--- src/rtl/lr_sched_pkg.sv ---
// Shared definitions for the learning-rate scheduler: FSM state encoding
// and floating-point field helpers.
package lr_sched_pkg;

   typedef enum logic [1:0] {
      IDLE = 2'd0,
      RUN  = 2'd1,
      DONE = 2'd2
   } state_t;

   // Default IEEE-754 single-precision field widths
   localparam int DEF_SIG_WIDTH = 23;
   localparam int DEF_EXP_WIDTH = 8;

   // The exponent field sits directly above the significand
   function automatic int exp_lsb(input int sig_width);
      return sig_width;
   endfunction

endpackage

--- src/rtl/fp_exp_dec.sv ---
// Combinational exponent decrement: divides a float by 2^DECAY_SHIFT by
// lowering the exponent field, flushing to +0 when the result would be
// subnormal or zero.
module fp_exp_dec
   import lr_sched_pkg::*;
#(
   parameter int inst_sig_width = DEF_SIG_WIDTH,
   parameter int inst_exp_width = DEF_EXP_WIDTH,
   parameter int DECAY_SHIFT    = 1
) (
   input  logic [inst_sig_width+inst_exp_width:0] x,
   output logic [inst_sig_width+inst_exp_width:0] y
);

   localparam int W       = inst_sig_width + inst_exp_width + 1;
   localparam int EXP_LSB = exp_lsb(inst_sig_width);
   localparam logic [inst_exp_width-1:0] SHIFT_V = inst_exp_width'(DECAY_SHIFT);

   logic [inst_exp_width-1:0] exp_field;

   assign exp_field = x[EXP_LSB +: inst_exp_width];

   // Subtract the shift from the exponent; underflow (or zero input) gives +0
   always_comb begin
      y = '0;
      if (exp_field > SHIFT_V) begin
         y = {x[W-1], exp_field - SHIFT_V, x[inst_sig_width-1:0]};
      end
   end

endmodule

--- src/rtl/lr_step_scheduler.sv ---
// Step-decay learning-rate scheduler: holds the current rate and divides it
// by 2^DECAY_SHIFT after every STEP_LEN accepted training steps, for
// LR_SIZE stages, then zeroes or holds the output.
module lr_step_scheduler
   import lr_sched_pkg::*;
#(
   parameter int inst_sig_width = 23,
   parameter int inst_exp_width = 8,
   parameter int LR_SIZE        = 7,
   parameter int STEP_LEN       = 4,
   parameter logic [inst_sig_width+inst_exp_width:0] INIT_LR = 32'h358637bd,
   parameter int DECAY_SHIFT    = 1,
   parameter int HOLD_LAST      = 0
) (
   input  logic                                    clk,
   input  logic                                    rst_n,
   input  logic                                    start,
   input  logic                                    step,
   input  logic                                    decay_en,
   output logic [inst_sig_width+inst_exp_width:0]  lr,
   output logic [$clog2(LR_SIZE+1)-1:0]            stage,
   output logic                                    lr_update,
   output logic                                    done
);

   localparam int W  = inst_sig_width + inst_exp_width + 1;
   localparam int SW = $clog2(LR_SIZE + 1);
   localparam int CW = (STEP_LEN > 1) ? $clog2(STEP_LEN) : 1;

   localparam logic [CW-1:0] CNT_LAST  = CW'(STEP_LEN - 1);
   localparam logic [SW-1:0] STAGE_END = SW'(LR_SIZE);

   state_t          state_reg, state_next;
   logic [W-1:0]    lr_reg, lr_next;
   logic [SW-1:0]   stage_reg, stage_next;
   logic [CW-1:0]   cnt_reg, cnt_next;
   logic            lr_update_reg, lr_update_next;
   logic            done_reg, done_next;

   logic [W-1:0]    lr_dec;
   logic [SW-1:0]   stage_inc;

   fp_exp_dec #(
      .inst_sig_width (inst_sig_width),
      .inst_exp_width (inst_exp_width),
      .DECAY_SHIFT    (DECAY_SHIFT)
   ) u_exp_dec (
      .x (lr_reg),
      .y (lr_dec)
   );

   assign stage_inc = stage_reg + SW'(1);

   // State, counters and the lr register; reset aborts any schedule in progress
   always_ff @(posedge clk or negedge rst_n) begin
      if (!rst_n) begin
         state_reg     <= IDLE;
         lr_reg        <= '0;
         stage_reg     <= '0;
         cnt_reg       <= '0;
         lr_update_reg <= 1'b0;
         done_reg      <= 1'b0;
      end else begin
         state_reg     <= state_next;
         lr_reg        <= lr_next;
         stage_reg     <= stage_next;
         cnt_reg       <= cnt_next;
         lr_update_reg <= lr_update_next;
         done_reg      <= done_next;
      end
   end

   // Next-state logic: start always wins; steps only count in RUN with decay_en
   always_comb begin
      state_next     = state_reg;
      lr_next        = lr_reg;
      stage_next     = stage_reg;
      cnt_next       = cnt_reg;
      lr_update_next = 1'b0;

      if (start) begin
         state_next     = RUN;
         lr_next        = INIT_LR;
         stage_next     = '0;
         cnt_next       = '0;
         lr_update_next = 1'b1;
      end else begin
         case (state_reg)
            RUN: begin
               if (step && decay_en) begin
                  if (cnt_reg < CNT_LAST) begin
                     cnt_next = cnt_reg + CW'(1);
                  end else begin
                     cnt_next       = '0;
                     stage_next     = stage_inc;
                     lr_update_next = 1'b1;
                     if (stage_inc == STAGE_END) begin
                        state_next = DONE;
                        lr_next    = (HOLD_LAST != 0) ? lr_reg : '0;
                     end else begin
                        lr_next = lr_dec;
                     end
                  end
               end
            end
            DONE: begin
               stage_next = STAGE_END;
            end
            default: begin
               lr_next    = '0;
               stage_next = '0;
               cnt_next   = '0;
            end
         endcase
      end

      done_next = (state_next == DONE);
   end

   assign lr        = lr_reg;
   assign stage     = stage_reg;
   assign lr_update = lr_update_reg;
   assign done      = done_reg;

endmodule

--- config.mk ---
export PLATFORM = sky130hd
export DESIGN_NAME = lr_step_scheduler
export DESIGN_NICKNAME = d
export VERILOG_FILES = /design/src/rtl/lr_sched_pkg.sv /design/src/rtl/fp_exp_dec.sv /design/src/rtl/lr_step_scheduler.sv
export SDC_FILE = /design/constraint.sdc
export NUM_CORES = 1
export LEC_CHECK = 0
export BUFFER_PORTS_ARGS = -buffer_cell sky130_fd_sc_hd__buf_2
export CAP_MARGIN = 15
export CORE_MARGIN = 2
export CORE_UTILIZATION = 45
export CTS_BUF_LIST = sky130_fd_sc_hd__clkbuf_4 sky130_fd_sc_hd__clkbuf_8
export DETAILED_ROUTE_END_ITERATION = 6
export GPL_TIMING_DRIVEN = 1
export PLACE_DENSITY = 0.78
export SYNTH_ARGS = -nofsm -noshare
export SYNTH_HDL_FRONTEND = slang
export SYNTH_SLANG_ARGS = --single-unit
export TNS_END_PERCENT = 20
--- constraint.sdc ---
create_clock -name clk -period 2.8 [get_ports clk]
set_clock_uncertainty 0.15 [all_clocks]
set_input_delay 0.56 -clock clk [delete_from_list [all_inputs] [get_ports clk]]
set_output_delay 0.56 -clock clk [all_outputs]
set_load 0.1 [all_outputs]
# [Word-level counts from Yosys, hierarchy flattened]
# Index checks and enable logic that the tools add are counted.
[totals] out_inout_bits=37 ramBits=0 latchBits=0 reg_bits=41 word_cells=48 memories=0 rom_bits=0 input_bits=5
[op_classes] n_shift=0 eq_ne=8 bitwise_logic=0 muxes=23 n_reduce_logical=5 order_cmp=2 add_sub_neg=3 div=0 n_mul=0
[ops] operator="32-bit two-way mux" n=5
[ops] operator="32-bit case mux with 2 select lines" n=1
[ops] operator="2-bit two-way mux" n=8
[ops] operator="3-bit two-way mux" n=3
[ops] operator="8-bit by 1-bit greater-than comparator with 1-bit output (second input constant)" n=1
[ops] operator="8-bit by 1-bit subtractor with 8-bit output (second input constant)" n=1
[ops] operator="3-bit inequality test (second input constant)" n=2
[ops] operator="3-bit case mux with 2 select lines" n=1
[ops] operator="2-bit == test (second input constant)" n=2
[ops] operator="1-bit two-way mux" n=4
[ops] operator="4-bit inequality test (second input constant)" n=1
[ops] operator="2-bit case mux with 2 select lines" n=1
[ops] operator="2-bit AND reduction" n=2
[ops] operator="4-bit AND reduction" n=1
[ops] operator="3-bit by 1-bit adder with 3-bit output (second input constant)" n=1
[ops] operator="3-bit == test (second input constant)" n=1
[ops] operator="3-bit AND reduction" n=1
[ops] operator="2-bit by 1-bit adder with 2-bit output (second input constant)" n=1
[ops] operator="2-bit by 1-bit == test with 1-bit output (second input constant)" n=1
[ops] operator="2-bit < comparator (second input constant)" n=1
[ops] operator="2-bit inequality test (second input constant)" n=1
[ops] operator="1-bit logical AND" n=1

# [Depth between registers and ports, before layout]
[depth] word_depth=8 ltp_mapped=7 mapped_depth_nobuf=6

# [Modules after synthesis]
# From an unflattened synthesis, not the netlist that was laid out.
[unflattened] cells_unflattened=235 hier_area_um2=2304.7
[by_module_without_submodules] mod="lr_step_scheduler" cells_per_inst=175 n_inst=1 area_per_inst_um2=1914.3 seq_area_each_um2=1026.0
[by_module_without_submodules] mod="fp_exp_dec" cells_per_inst=60 n_inst=1 area_per_inst_um2=390.4 seq_area_each_um2=0.0

# [Worst setup path after synthesis]
# OpenSTA, ideal clock, no wires.
[synth_timing] path_kind="flip-flop to flip-flop" start="register lr_reg[24] (netlist: lr[24])" end="register lr_reg[24] (netlist: lr[24])" slack_ps=389 setup_time_ps=96 arrival_time_ps=2165 stages_incl_launch_ff=6 required_time_ps=2554 cell_sequence="dfrtp_1 > inv_1 > ha_1 > o2111ai_1 > nand2_1 > o31ai_1"
[synth_via] elab_chain_len=7
[synth_lines] item="start: declaration" line="lr_step_scheduler.sv:34" rtl="logic [W-1:0] lr_reg, lr_next;"
[synth_lines] item="start signal: assignment" line="lr_step_scheduler.sv:65" rtl="lr_reg <= lr_next;"
[synth_lines] item="8-bit by 1-bit subtractor with 8-bit output or 8-bit by 1-bit greater-than comparator with 1-bit output (tied branches)" line="fp_exp_dec.sv:27, fp_exp_dec.sv:26"
[synth_lines] item="32-bit two-way mux *" line="fp_exp_dec.sv:26" rtl="if (exp_field > SHIFT_V) begin"
[synth_lines] item="32-bit two-way mux *" line="lr_step_scheduler.sv:97" rtl="if (stage_inc == STAGE_END) begin"
[synth_lines] item="32-bit two-way mux *" line="lr_step_scheduler.sv:91" rtl="if (cnt_reg < CNT_LAST) begin"
[synth_lines] item="32-bit two-way mux *" line="lr_step_scheduler.sv:90" rtl="if (step && decay_en) begin"
[synth_lines] item="32-bit case mux with 2 select lines *" line="lr_step_scheduler.sv:88" rtl="case (state_reg)"
[synth_lines] item="32-bit two-way mux *" line="lr_step_scheduler.sv:81" rtl="if (start) begin"
# Every way passes the cells marked *; elsewhere a longest branch is shown, timed or not. The select of a mux whose other input is x is not followed.
# A chain may end at the register's enable or synchronous reset.

# [Final worst setup path]
# Same ends and word-level chain as after synthesis.

==> impl_metrics.tcl <==
set metrics [dict create \
    synth_cell_types 44 \
    synth_edf_count 0 \
    ios 42 \
    post_cts_resized 0 \
    drc 0 \
    yosysSeqAreaShare_pct 35.36 \
    vias 1057 \
    path_clk_slew_ns 0.10 \
    portBuffers 30 \
    synth-async-reset-ratio_pct 100.0 \
    wl_per_cell_um 13.30 \
    layout_common_cells "buf_2 (30), dfrtp_1 (18), a21oi_1 (13)" \
    startpoint_type "flop" \
    drt-total-wl_um 2540 \
    n_fill_cell 253 \
    regArea_um2 450.4 \
    max_slew_margin_pct 56.16 \
    netlist_area_um2 1274 \
    overflow 0 \
    die_w_um 57.20 \
    dp_hpwl_um 1855 \
    hp-class "in2async" \
    leakage_nw 0.6108 \
    multi_input_area_um2 638.1 \
    status "finished clean" \
    rows 19 \
    area_delta_synth_final_pct 4.715 \
    htree_levels 1 \
    drive_above_1_share_pct 25.00 \
    start_util_pct 46.59 \
    antenna_found_initial 0 \
    fp.dieH_um 57.20 \
    cts_root_buffer "clkbuf_4" \
    cts.sinks 18 \
    finalPower_mw 0.5321 \
    ys_warn_count 0 \
    grt_max_degree 19 \
    rsz0062_at_grt "no" \
    yosysTopAreaCell "dfrtp_1" \
    ys_ff_latch 18 \
    track_usage_pct 15.72 \
    design.core.area_um2 2734 \
    fmax_mhz 461.1 \
    required_ns 2.84 \
    synth_ff_type "dfrtp_1" \
    syn_area_per_cell_um2 8.845 \
    cap_violations 0 \
    routabilityCongestion 0.9063 \
    postRouteAntennaNets 0 \
    whs_ns 0.03689 \
    min_period_over_period_pct 77.45 \
    firstDrtPassIters 4 \
    setup_tns_ns 0 \
    ys_top_cells_by_area "dfrtp_1 (35%), buf_4 (14%), ha_1 (6.9%)" \
    clk_latency_ns 0.28 \
    drtIter0Drc 15 \
    crit_path_max_fanout 8 \
    synth_cells 144 \
    via_per_inst 5.534 \
    cp.arrival_ns 2.21 \
    tightestPinTransition_ns 0.6569 \
    slew_viol_final 0 \
    first_global_vias 885 \
    clk_path_buf_depth 2 \
    largest_register_ffs 9 \
    cts_tree "yes" \
    postCtsSetupRepairBufs 0 \
    grt_pass1_wl_um 4091 \
    endpoint_kind "flop" \
    cts_inserted_buffers 3 \
    synth_top_area_share_pct 35.36 \
    hold_buffers 0 \
    finalSetupViolCount 0 \
    timing.final.crit_period_ns 2.169 \
    hold_viol 0 \
    criticalPathCategory "reg2reg" \
    ir_worst_vdd_uv 266.8 \
    die_area_um2 3272 \
    antenna_cells 0 \
    final_common_cell "buf_2" \
    layout.nets 174 \
    power_density_nw_per_um2 399.0 \
]
[where the power goes]
part	total (mW)	leakage [nW]	switching, mW	internal (mW)
clock network	0.125	0.0138	0.0751	0.0499
registers	0.273	0.212	0.00740	0.266
logic	0.134	0.385	0.120	0.0136
total	0.532	0.611	0.203	0.329
[cells in the mapped netlist (all sizes together) (2+ instances only)]
cell type   n
buf        24
dfrtp      18
a21oi      13
nand2      11
inv         9
nand3       8
ha          7
o21ai       6
nand4       5
o211ai      4
and2        3
clkbuf      3
nand2b      3
a21boi      2
a21o        2
nor2        2
nor2b       2
nor3        2
nor4        2
[metal layers]
layer / vias to the layer above / track usage [%] / part of all wire [%]
li1: 512 / - / -
met3: 4 / 3.175 / 5.6
met1: 500 / 24.13 / 51
met4: 0 / 3.987 / 0.83
met5: - / 0 / 0
met2: 41 / 22.66 / 43
[path summary, 6_finish.rpt]
check,startpoint,to,slack [ns],cells past startpoint
worst min-delay path,rst_n,lr[26]$_DFFE_PN0P_,0.04,1
min in group clk,state_reg[0]$_DFF_PN0_,state_reg[0]$_DFF_PN0_,0.37,1
worst max-delay path,lr[24]$_DFFE_PN0P_,lr[24]$_DFFE_PN0P_,0.63,5
max in group asynchronous,rst_n,stage[0]$_DFFE_PN0P_,2.17,1
worst max register to register,lr[24]$_DFFE_PN0P_,lr[24]$_DFFE_PN0P_,0.63,5
worst min register to register,state_reg[0]$_DFF_PN0_,state_reg[0]$_DFF_PN0_,0.37,1
[worst max-delay path: stages, from the launching register on]
cell       delay, ns
dfrtp_1         0.46
inv_1           0.10
ha_1            0.24
o2111ai_1       0.57
nand2_1         0.27
o31ai_1         0.28
[metrics by stage]
step           cell area (µm²)  utilization [%]  worst slack, ns  instances
2_1_floorplan             1311                -           0.3893        154
3_3_place_gp              1311            47.96           0.8041        188
3_5_place_dp              1311            47.96           0.7267        188
4_1_cts                   1334            48.79           0.7158        191
5_1_grt                   1334            48.79           0.5426        191
6_report                  1334            48.79           0.6313        191
[cell families after synthesis]
kind of cell / share of synthesized area [%]
compound gates: 19.25
xor+xnor: 0.6877
fa+ha+maj: 6.876
buf+inv: 17.48
flops: 35.36
mux: 0.7859
other cells: 0.2944
simple gates: 19.25
[area by class of cell]
type / instances / share of cell area, %
Clock buffer: 3 / 1.689
Inverter: 9 / 2.533
Multi-Input combinational cell: 100 / 47.84
Sequential cell: 18 / 33.77
Tap cell: 31 / 2.908
Timing Repair Buffer: 30 / 11.26
Power figures use the tool's default switching activity.
